File: config.mk
export PLATFORM = sky130hd
export DESIGN_NAME = phase_sequencer
export DESIGN_NICKNAME = d
export VERILOG_FILES = /design/src/rtl/phase_sequencer.sv
export SDC_FILE = /design/constraint.sdc
export NUM_CORES = 1
export LEC_CHECK = 0
export BUFFER_PORTS_ARGS = -buffer_cell sky130_fd_sc_hd__buf_2
export CAP_MARGIN = 20
export CORE_MARGIN = 2
export CORE_UTILIZATION = 56
export DETAILED_ROUTE_END_ITERATION = 6
export GPL_ROUTABILITY_DRIVEN = 0
export PLACE_DENSITY_LB_ADDON = 0.15
export SYNTH_ARGS = -nofsm -noshare
export SYNTH_HDL_FRONTEND = slang
export SYNTH_SLANG_ARGS = --single-unit
File: constraint.sdc
create_clock -name clk -period 4.68 [get_ports clk]
set_clock_uncertainty 0.15 [all_clocks]
set_input_delay 0.702 -clock clk [delete_from_list [all_inputs] [get_ports clk]]
set_output_delay 0.702 -clock clk [all_outputs]
set_load 0.01 [all_outputs]
File: src/rtl/phase_sequencer.sv
// Phase sequencer: steps the 3-bit instruction phase for the multi-cycle core, handles start/stop, single-step, memory stalls and HLT.
// All outputs registered (one edge per phase step); mem_wait holds the phase in masked phases and never cuts an instruction short.
module phase_sequencer #(
  parameter int unsigned       NPHASE    = 6,
  parameter logic [NPHASE-1:0] WAIT_MASK = 6'b010001,
  parameter int unsigned       CNT_W     = 16
) (
  input  logic             clk,
  input  logic             rst,
  input  logic             exec,
  input  logic             step_mode,
  input  logic             hlt,
  input  logic             mem_wait,
  output logic [2:0]       phase,
  output logic             running,
  output logic             halted,
  output logic [CNT_W-1:0] inst_count
);

  typedef enum logic [1:0] {
    IDLE = 2'd0,
    RUN  = 2'd1,
    HALT = 2'd2
  } state_t;

  localparam logic [2:0]       LAST_PHASE = 3'(NPHASE - 1);
  localparam logic [CNT_W-1:0] CNT_ONE    = CNT_W'(1);

  state_t           state, state_n;
  logic [2:0]       phase_n;
  logic             stop_pend, stop_pend_n;
  logic [CNT_W-1:0] inst_count_n;
  logic [7:0]       wait_mask_ext;
  logic             stall;

  // Widen the mask so any 3-bit phase indexes it safely.
  assign wait_mask_ext = 8'(WAIT_MASK);
  assign stall         = mem_wait && wait_mask_ext[phase];

  always_ff @(posedge clk or negedge rst) begin
    if (!rst) begin
      state      <= IDLE;
      phase      <= 3'd0;
      stop_pend  <= 1'b0;
      inst_count <= '0;
    end else begin
      state      <= state_n;
      phase      <= phase_n;
      stop_pend  <= stop_pend_n;
      inst_count <= inst_count_n;
    end
  end

  always_comb begin
    state_n      = state;
    phase_n      = phase;
    stop_pend_n  = stop_pend;
    inst_count_n = inst_count;
    case (state)
      IDLE: begin
        phase_n     = 3'd0;
        stop_pend_n = 1'b0;
        if (exec) state_n = RUN;
      end
      RUN: begin
        if (hlt && (phase != 3'd0)) begin
          state_n      = HALT;
          phase_n      = 3'd0;
          stop_pend_n  = 1'b0;
          inst_count_n = inst_count + CNT_ONE;
        end else begin
          if (exec) stop_pend_n = 1'b1;
          if (stall) begin
            phase_n = phase;
          end else if (phase < LAST_PHASE) begin
            phase_n = phase + 3'd1;
          end else begin
            // Boundary: an exec arriving this very cycle stops here too.
            phase_n      = 3'd0;
            inst_count_n = inst_count + CNT_ONE;
            stop_pend_n  = 1'b0;
            if (step_mode || stop_pend || exec) state_n = IDLE;
          end
        end
      end
      HALT: begin
        phase_n     = 3'd0;
        stop_pend_n = 1'b0;
      end
      default: begin
        state_n     = IDLE;
        phase_n     = 3'd0;
        stop_pend_n = 1'b0;
      end
    endcase
  end

  assign running = (state == RUN);
  assign halted  = (state == HALT);

endmodule

After elaboration in Yosys (flattened, before gate mapping):

Memories as Yosys holds them, arrays and structs flattened.
Cells that the tools add are included.

* order comparisons: 2
* equality and inequality tests: 8
* add/sub/neg operators: 2
* bitwise gates (word level): 1
* reductions and logical operators: 8
* mux-type cells: 19

Operator list (count)
* $mux 16: 3
* $add 16x1->16 const B: 1
* $mux 3: 4
* $mux 2: 5
* $mux 1: 6
* $pmux 2 s3: 1
* $reduce_and 5->1: 1
* $lt 3x4->1 const B: 1
* $ne 2x2->1 const B: 2
* $add 3x1->3 const B: 1
* $lt 3x3->1 const B: 1
* $ne 3x1->1 const B: 1
* $ne 3x2->1 const B: 1
* $ne 3x3->1 const B: 1
* $reduce_and 3->1: 1
* $reduce_bool 3->1: 1
* $eq 2x1->1 const B: 1
* $eq 2x2->1 const B: 1
* $logic_and 1x1->1: 2
* $logic_not 2->1: 1
* $logic_or 1x1->1: 2
* $ne 2x1->1 const B: 1
* $not 1->1: 1

* register bits after elaboration: 22
* bits of input ports: 6
* word-level logic and storage cells: 45
* output and inout bits: 21
* memories: 1
* bits in read-only memories: 8

Memory list
* (no name shown): depth 8, bits a word 1, read ports 1, clocked after memory_dff 0, wr ports 0, RTL line 38 `assign stall = mem_wait && wait_mask_ext[phase];`

Longest topological paths before layout:

Gate-level depths: netlist of run 1.

* depth after elaboration: 7
* mapped depth: 7
* mapped depth without buffers: 6

Worst setup path before layout of run 1:

OpenSTA, ideal clock, no wires.

* path kind: in2reg
* start point: input hlt
* end point: register inst_count[1]
* data required time: 4.405 ns
* setup time: 0.125 ns
* path buffers: 0
* path slack: 2.886 ns
* stages: 4
* arrival: 1.519 ns
* cell sequence: nand2b_1 > a21oi_2 > nor3_1 > mux2_2

* word-level cells in the longest chain between the ends: 3
* elaborated cells between the ends (all ways): 5
* those cells by class: 2 x eq/ne; 1 x mux; 2 x reduce/logical

RTL lines
* start: declaration: RTL line 12 `input logic hlt,`
* $logic_and 1x1->1 *: RTL line 66 `if (hlt && (phase != 3'd0)) begin`
* $ne 2x2->1 (no source line) or $ne 2x1->1 (tied branches)
* $reduce_and 3->1 (no source line)
* end signal: assignment: RTL line 50 `inst_count <= inst_count_n;`
* end: declaration: RTL line 17 `output logic [CNT_W-1:0] inst_count`

Mark *: on every way between the ends. The rest lies on a longest branch, timed or not.
A chain may end at the register's enable or synchronous reset.

Worst setup path in the final report of run 1:

* start point: register phase[0]
* end point: register inst_count[1]

* word-level cells in the longest chain between the ends: 5
* elaborated cells between the ends (all ways): 10
* those cells by class: 1 x order compare; 2 x eq/ne; 2 x mux; 4 x reduce/logical; 1 x memory

RTL lines
* start: declaration: RTL line 14 `output logic [2:0] phase,`
* start signal: assignment: RTL line 48 `phase <= phase_n;`
* $mem_v2 8x1
* $mux 1 (implied by the code): RTL line 38
* $logic_and 1x1->1: RTL line 38
* $ne 2x1->1 (no source line)
* $reduce_and 3->1 (no source line)

Parallel ways exist; a longest one is shown, timed or not. The select of a mux whose other input is x is not followed.

==> results.py, run 1 <==
metrics = {
    "logic_synthesis": {
        "synth_edf_count": 0,
        "avgSynthCellArea_um2": 10.9,
        "synth_most_common_cell": "dfrtp_1",
        "synth_area_mm2": 0.00118,
        "ys_top_cells_by_count": "dfrtp_1, xor2_1, nand2_1, nor4_2, nand3_1",
        "synth-async-reset-ratio": 1.00,
        "synth_top_area_share": 0.466,
        "synthFlopType": "dfrtp_1",
        "yosysWarnings": 0,
        "synth_seq_area_share": 0.466,
        "synth_area_leaders": "dfrtp_1, xor2_1, nor4_2, ha_1, nand3_1",
        "yosysTopAreaCell": "dfrtp_1",
        "yosysUniqueCellTypes": 36,
        "postSynthCellCount": 108,
        "ys_seq_elements": 22,
        "synth_nets": 117,
    },
    "worst_setup_path": {
        "reg2reg_to": "inst_count[1]",
        "r2r_slack_ps": 2580,
        "r2r_start": "phase[0]",
        "cp-end-kind": "flip-flop",
        "cp_data_arrival_time_ps": 2160,
        "startpoint_type": "flip-flop",
        "r2r_cells": 6,
        "critPathMaxFanout": 15,
        "criticalPathCategory": "reg2reg",
        "crit_required_ps": 4740,
    },
    "route": {
        "dr.first_iter.drc_count": 17,
        "ant_nets": 0,
        "wl_met3_um": 63,
        "routedWlPerCell_um": 13.9,
        "finalWirelength_um": 2250,
        "viasPerCell": 5.52,
        "first_pass_iters": 4,
        "wl_met1_um": 1130,
        "drc_errors": 0,
        "wl_met2_um": 1040,
        "highest-signal-layer": "met4",
        "via_count": 895,
    },
    "cells_and_area": {
        "ff_latch_area_um2": 551,
        "final_util": 0.694,
        "syn_to_final_growth_pct": 16.3,
        "multi_input_area_um2": 589,
        "fin_area_mm2": 0.00138,
        "drive_above_1_share": 0.326,
        "nets": 145,
        "nFillCells": 152,
        "antennaDiodeCount": 0,
    },
    "run": {
        "drv_cap": 0,
    },
    "die": {
        "die_h_um": 50.0,
        "die_area_mm2": 0.00250,
        "start_util": 0.597,
        "fp.dieW_um": 50.0,
        "pin_count": 27,
        "num_rows": 16,
        "core_mm2": 0.00198,
    },
    "sta": {
        "hold_violations": 0,
        "slew_violations": 0,
        "slew_headroom": 0.481,
        "period_share": 0.448,
        "max_freq_mhz": 477,
        "finalSetupTns_ps": 0,
        "layout_min_cycle_time_ps": 2100,
        "rsz0062_at_grt": "false",
        "setup_viol": 0,
        "tightest_slew_ps": 779,
    },
    "clock_tree": {
        "cts_hold_buf": 0,
        "postCtsSetupBuffers": 0,
        "cts.repair.resized": 0,
        "cts_buffer_depth": 2,
        "cts_root_buf": "clkbuf_4",
        "cts_tree": "built",
        "insertion_delay_ps": 310,
        "clk_pin_slew_ps": 130,
        "cts.sinks": 22,
        "cts_buffers": 3,
        "htree_num_levels": 1,
    },
    "pwr": {
        "switching_share": 0.387,
        "p_per_area_mw_per_mm2": 476,
        "peakVddDrop_v": 0.000377,
        "seqPwrFrac": 0.415,
        "leakage_nw": 0.725,
        "p_int_uw": 401,
        "clkPwrFrac": 0.223,
        "netSwitchingPower_uw": 253,
        "comb_power_share": 0.362,
    },
    "place": {
        "port_buffers": 26,
        "dp_hpwl_um": 1650,
        "post_dp_cell_area_mm2": 0.00132,
    },
    "outcome": {
        "status": "completed",
    },
    "global_routing": {
        "antenna_found_initial": 0,
        "grtUsageTotal": 0.201,
        "grt_pass1_vias": 882,
        "grt_pass1_wl_um": 3820,
        "grt_start_max_net_pins": 23,
        "grt_overflow": 0,
    },
    "hold_path": {
        "hold_path.class": "in2async",
    },
}
[critical path: stages (launching register included)]
cell	delay, ps
dfrtp_1	460
inv_1	80
ha_1	170
inv_1	70
a21oi_2	580
nor3_1	180
mux2_2	320
[layer usage]
layer / global-route usage / vias to the layer above
met3: 0.0273 / 2
met2: 0.320 / 15
met1: 0.276 / 434
met5: 0 / -
met4: 0.0833 / 0
li1: - / 444
[through the flow]
step                      instances  power, mW  hold WS, ps  setup WS [ps]
final                           162      0.654          188           2580
after global routing            162      0.693          219           2430
after CTS                       162      0.659          190           2570
after detailed placement        158      0.510          286           2330
after global placement          158      0.496          283           2380
after floorplan                 108      0.442          256           2890
[state kept, by name (all words and copies together) (netlist names)]
signal and count:
inst_count 16, phase 3, state 2, stop_pend 1
[cells by family after synthesis]
kind of cell,count (synthesis),synth area share
mux,1,0.00952
compound gates,12,0.0624
simple gates,47,0.284
buf+inv,8,0.0360
xor+xnor,15,0.111
flops,22,0.466
fa+ha+maj,3,0.0317
[power by group through the flow]
stage                     sequential (mW)  combinational [mW]  clock (mW)
final                               0.271               0.237       0.146
after global routing                0.279               0.260       0.155
after CTS                           0.271               0.237       0.150
after detailed placement            0.275               0.235           0
after global placement              0.271               0.225           0
after floorplan                     0.279               0.163           0
[worst max path at each step]
stage / from / endpoint / depth (start not counted)
2_1_floorplan: hlt / inst_count[1] / 4
3_3_place_gp: hlt / inst_count[1] / 5
3_5_place_dp: hlt / inst_count[1] / 5
4_1_cts: phase[0] / inst_count[1] / 6
5_1_grt: phase[1] / inst_count[1] / 6
6_report: phase[0] / inst_count[1] / 6
[placed cells by master, fill, tap and decap left out, types with 2 or more instances in the layout]
master	count
nand3_1	6
dfrtp_1	22
clkbuf_4	3
nor3_1	5
and4_1	2
nand2b_1	2
inv_1	4
o21ai_0	2
a21oi_1	4
nor2_1	2
buf_2	26
nand4_1	2
ha_1	3
xor2_1	15
nor4_1	4
nor4_2	7
nand2_1	7
[layout make-up]
cell class | instances | area share
Multi-Input combinational cell | 78 | 0.429
Clock inverter | 1 | 0.0218
Inverter | 5 | 0.0136
Tap cell | 27 | 0.0246
Sequential cell | 22 | 0.400
Timing Repair Buffer | 26 | 0.0946
Clock buffer | 3 | 0.0164
(Power assumes the default switching activity.)
==> run 2, diff against run 1 <==
--- a/config.mk
+++ b/config.mk
@@ -7,8 +7,9 @@
 export LEC_CHECK = 0
 export BUFFER_PORTS_ARGS = -buffer_cell sky130_fd_sc_hd__buf_2
 export CAP_MARGIN = 20
+export CORE_ASPECT_RATIO = 1.75
 export CORE_MARGIN = 2
-export CORE_UTILIZATION = 56
+export CORE_UTILIZATION = 47
 export DETAILED_ROUTE_END_ITERATION = 6
 export GPL_ROUTABILITY_DRIVEN = 0
 export PLACE_DENSITY_LB_ADDON = 0.15
==> constraint.sdc (replaced) <==
create_clock -name clk -period 1.9 [get_ports clk]
set_clock_uncertainty 0.15 [all_clocks]
set_input_delay 0.285 -clock clk [delete_from_list [all_inputs] [get_ports clk]]
set_output_delay 0.285 -clock clk [all_outputs]
set_load 0.01 [all_outputs]
==> results.py, run 2 (synthesized netlist as in run 1, its figures left out) <==
metrics = {
    "route": {
        "dr.first_iter.drc_count": 3,
        "first_pass_iters": 4,
        "finalWirelength_um": 2340,
        "drc_errors": 0,
        "via_count": 920,
        "ant_nets": 0,
        "routedWlPerCell_um": 14.0,
        "viasPerCell": 5.51,
    },
    "clock_tree": {
        "insertion_delay_ps": 250,
        "clk_pin_slew_ps": 80,
        "cts_tree": "built",
        "htree_num_levels": 1,
        "cts_buffer_depth": 2,
        "cts_buffers": 3,
        "postCtsSetupBuffers": 0,
        "cts.sinks": 22,
        "cts_root_buf": "clkbuf_8",
    },
    "global_routing": {
        "grt_pass1_wl_um": 4210,
        "grt_overflow": 0,
        "grt_start_max_net_pins": 23,
        "grt_pass1_vias": 947,
        "grtUsageTotal": 0.179,
        "antenna_found_initial": 0,
    },
    "sta": {
        "finalSetupTns_ps": 0,
        "slew_violations": 0,
        "setup_viol": 0,
        "fin_hold_ws_ps": 158,
        "tightest_slew_ps": 486,
        "slew_headroom": 0.676,
        "period_share": 0.904,
        "layout_min_cycle_time_ps": 1720,
        "hold_violations": 0,
        "rsz0062_at_grt": "false",
        "setup_ws_ps": 182,
        "max_freq_mhz": 582,
    },
    "die": {
        "num_rows": 24,
        "die_area_mm2": 0.00295,
        "start_util": 0.486,
        "die_h_um": 70.4,
        "core_mm2": 0.00243,
        "pin_count": 27,
        "fp.dieW_um": 41.9,
    },
    "pwr": {
        "p_per_area_mw_per_mm2": 1110,
        "peakVddDrop_v": 0.000848,
        "leakage_nw": 0.757,
    },
    "cells_and_area": {
        "biggestRegsByFlops": "inst_count (16), phase (3), state (2)",
        "stdcell_count": 167,
        "regMostFlops": "inst_count",
        "nets": 152,
        "antennaDiodeCount": 0,
        "nFillCells": 212,
        "syn_to_final_growth_pct": 21.0,
        "fin_area_mm2": 0.00143,
        "layout_common_cells": "buf_2, dfrtp_1, xor2_1",
        "final_common_cell": "buf_2",
        "drive_above_1_share": 0.348,
        "largest_register_ffs": 16,
    },
    "place": {
        "port_buffers": 26,
        "post_dp_cell_area_mm2": 0.00138,
        "dp_hpwl_um": 1850,
        "pre_cts_slack_ps": 179,
        "placed_cells": 163,
    },
    "outcome": {
        "status": "completed",
    },
    "worst_setup_path": {
        "cp_data_arrival_time_ps": 1750,
        "criticalPathCategory": "reg2reg",
        "startpoint_type": "flip-flop",
        "cp-end-kind": "flip-flop",
        "r2r_slack_ps": 180,
        "critPathMaxFanout": 9,
        "crit_required_ps": 1930,
    },
    "hold_path": {
        "hold_path.class": "in2reg",
    },
    "run": {
        "drv_cap": 0,
    },
}
==> run 2: changes by cell type in the layout (fill, tap and decap cells not counted) <==
cell | previous run | this run
bufinv_16 | 1 | 0
clkbuf_4 | 3 | 0
clkbuf_8 | 0 | 3
buf_4 | 0 | 5
buf_12 | 0 | 1
dlygate4sd3_1 | 0 | 1
==> run 2: through the flow <==
stage / total power [mW] / utilization
floorplan: 1.09 / -
global placement: 1.30 / 0.567
detailed placement: 1.33 / 0.567
CTS: 1.61 / 0.588
global route: 1.72 / 0.588
finish: 1.59 / 0.588
==> run 2: report_power, final <==
group	switching [mW]	internal, mW	leakage, nW	total [mW]
Combinational	0.388	0.271	0.438	0.659
Sequential	0.0915	0.558	0.297	0.649
Clock	0.139	0.141	0.0216	0.280
Total	0.618	0.970	0.757	1.59
==> run 2: final timing paths <==
check                           startpoint            end  depth (start not counted)
min in group asynchronous              rst  inst_count[2]                          2
worst min register to register    state[1]       state[0]                          1
worst min-delay path                  exec       state[0]                          3
worst max register to register    phase[1]  inst_count[4]                          7
worst max-delay path              phase[1]  inst_count[4]                          7
max in group asynchronous              rst  inst_count[5]                          2
==> run 2: routing by layer <==
metal  vias to the layer above  part of all wire  track usage
met1                       444              0.40        0.207
met4                         0            0.0090       0.0538
met3                         2             0.029       0.0155
met2                        18              0.56        0.337
li1                        456                 -            -
met5                         -                 0            0
==> run 2: what timing repair did <==
item / 4_1_cts / 5_1_grt
hold buffers: 1 / 0
resized for setup: 0 / 0
endpoints found under the hold margin: 22 / 0
==> run 2: critical path: stages (launching register included) <==
cell	delay (ps)
dfrtp_1	360
inv_1	50
ha_1	190
inv_1	90
a21oi_2	80
buf_4	200
nor4b_1	350
xor2_1	180
==> run 2: cell type report <==
type                       instances  area [um2]  area share
multi-input combinational         78         589       0.412
sequential                        22         551       0.385
timing repair buffer              33         198       0.138
clock buffer                       3        41.3      0.0289
tap                               26        32.5      0.0227
inverter                           5        18.8      0.0131
==> run 3, diff against run 2 <==
--- a/config.mk
+++ b/config.mk
@@ -5,11 +5,12 @@
 export SDC_FILE = /design/constraint.sdc
 export NUM_CORES = 1
 export LEC_CHECK = 0
+export ABC_AREA = 1
 export BUFFER_PORTS_ARGS = -buffer_cell sky130_fd_sc_hd__buf_2
 export CAP_MARGIN = 20
 export CORE_ASPECT_RATIO = 1.75
 export CORE_MARGIN = 2
-export CORE_UTILIZATION = 47
+export CORE_UTILIZATION = 49
 export DETAILED_ROUTE_END_ITERATION = 6
 export GPL_ROUTABILITY_DRIVEN = 0
 export PLACE_DENSITY_LB_ADDON = 0.15
==> results.py, run 3 <==
metrics = {
    "outcome": {
        "status": "completed",
    },
    "die": {
        "die_h_um": 73.8,
        "die_area_mm2": 0.00324,
        "fp.dieW_um": 43.9,
        "start_util": 0.507,
        "num_rows": 25,
        "pin_count": 27,
        "core_mm2": 0.00269,
    },
    "logic_synthesis": {
        "synth_top_family_by_area": "simple AND/OR/NAND/NOR gates",
        "avgSynthCellArea_um2": 7.66,
        "synthSimpleGateAreaFrac": 0.363,
        "synth_edf_count": 0,
        "synth_area_leaders": "dfrtp_1, nand2_1, nor2_1, inv_1, xor2_1",
        "synthMuxAreaShare": 0,
        "postSynthCellCount": 178,
        "synth-xor-area-share": 0.0569,
        "synth-adder-area-share": 0.0275,
        "synth_nets": 187,
        "synth_most_common_cell": "nand2_1",
        "ys_top_cells_by_count": "nand2_1, dfrtp_1, nor2_1",
        "synth_area_mm2": 0.00136,
        "synth-async-reset-ratio": 1.00,
        "synth_compound_area_frac": 0.0752,
        "ys_seq_elements": 22,
        "synth_seq_area_share": 0.404,
        "yosysTopAreaCell": "dfrtp_1",
        "synth_top_area_share": 0.404,
        "yosysWarnings": 0,
        "yosysUniqueCellTypes": 28,
        "synthFlopType": "dfrtp_1",
    },
    "cells_and_area": {
        "largest_register_ffs": 16,
        "final_common_cell": "nand2_1",
        "antennaDiodeCount": 0,
        "stdcell_count": 235,
        "biggestRegsByFlops": "inst_count (16), phase (3), state (2)",
        "drive_above_1_share": 0.255,
        "regMostFlops": "inst_count",
        "syn_to_final_growth_pct": 17.1,
        "layout_common_cells": "nand2_1, buf_2, dfrtp_1",
        "nets": 218,
    },
    "route": {
        "first_pass_iters": 4,
        "routedWlPerCell_um": 12.7,
        "drc_errors": 0,
        "ant_nets": 0,
        "via_count": 1235,
        "dr.first_iter.drc_count": 40,
        "finalWirelength_um": 2990,
        "viasPerCell": 5.26,
    },
    "clock_tree": {
        "cts.sinks": 22,
        "cts_buffer_depth": 2,
        "htree_num_levels": 1,
        "insertion_delay_ps": 270,
        "cts_buffers": 3,
        "cts_root_buf": "clkbuf_8",
        "clk_pin_slew_ps": 80,
        "cts_tree": "built",
    },
    "worst_setup_path": {
        "cp-end-kind": "flip-flop",
        "critPathMaxFanout": 12,
        "criticalPathCategory": "reg2reg",
        "cp_data_arrival_time_ps": 1800,
        "startpoint_type": "flip-flop",
        "crit_required_ps": 1940,
    },
    "pwr": {
        "peakVddDrop_v": 0.000683,
        "leakage_nw": 0.768,
        "p_per_area_mw_per_mm2": 1220,
        "power.total_mw": 1.95,
    },
    "hold_path": {
        "hold_path.class": "in2reg",
    },
    "sta": {
        "period_share": 0.924,
        "max_freq_mhz": 569,
        "slew_violations": 0,
        "setup_viol": 0,
        "rsz0062_at_grt": "false",
        "layout_min_cycle_time_ps": 1760,
        "hold_violations": 0,
        "setup_ws_ps": 144,
        "tightest_slew_ps": 493,
        "finalSetupTns_ps": 0,
        "slew_headroom": 0.672,
    },
    "place": {
        "port_buffers": 26,
        "pre_cts_slack_ps": 176,
        "placed_cells": 230,
        "dp_hpwl_um": 2340,
    },
    "global_routing": {
        "grtUsageTotal": 0.216,
        "grt_start_max_net_pins": 23,
        "grt_overflow": 0,
        "grt_pass1_wl_um": 5330,
        "grt_pass1_vias": 1253,
        "antenna_found_initial": 0,
    },
    "run": {
        "drv_cap": 0,
    },
}
-- run 3: layout make-up --
type                            instances  area, um2
Clock buffer                            4       55.1
Fill cell                             263       1090
Inverter                               21       81.3
Multi-Input combinational cell        133        716
Sequential cell                        22        551
Tap cell                               27       33.8
Timing Repair Buffer                   28        160
-- run 3: power by group --
group | total [mW] | internal [mW] | switching, mW
sequential | 0.741 | 0.592 | 0.150
clock | 0.346 | 0.185 | 0.161
combinational | 0.866 | 0.330 | 0.536
total | 1.95 | 1.11 | 0.846
-- run 3: through the flow --
step / hold slack [ps] / area [um2] / util
CTS: 147 / 1590 / 0.593
finish: 146 / 1600 / 0.593
detailed placement: 129 / 1530 / 0.568
global placement: 127 / 1530 / 0.568
floorplan: -161 / 1360 / -
global route: 202 / 1600 / 0.593
-- run 3: cells by family (layout without fill, tap and decap cells) --
group / count (synthesis) / in the layout
AND/OR/NAND/NOR: 105 / 105
flip-flops: 22 / 22
adder cells (fa/ha/maj): 3 / 3
buffers and inverters: 23 / 53
AO/OA/AOI/OAI: 17 / 17
XOR/XNOR: 8 / 8
-- run 3: per-layer routing --
layer  vias to the layer above  track usage  wire length (um)
met4                         0       0.0976                90
met1                       580        0.232              1110
met2                        30        0.405              1690
met3                         9       0.0221                94
li1                        616            -                 -
met5                         -            0                 0
-- run 3: what timing repair did --
item,CTS,global route
endpoints found under the setup margin,0,1
hold buffers,1,0
setup buffers,0,0
endpoints found under the hold margin,22,0
gates resized for setup,0,1
-- run 3: final timing paths --
check / start / to / slack [ps] / depth (start not counted)
worst max-delay path: phase[0] / inst_count[2] / 140 / 8
worst min-delay path: exec / state[0] / 150 / 3
worst max register to register: phase[0] / inst_count[2] / 140 / 8
worst min register to register: inst_count[15] / inst_count[15] / 370 / 2
max in group asynchronous: rst / inst_count[3] / 910 / 2
min in group asynchronous: rst / inst_count[5] / 350 / 2
-- run 3: worst max-delay path: stages (launching register included) --
cell and delay [ps]:
dfrtp_1 390, inv_1 100, ha_1 250, a21oi_4 200, nand2_2 70, nand2_2 200, buf_12 170, o21ai_1 70
o21ai_1 80
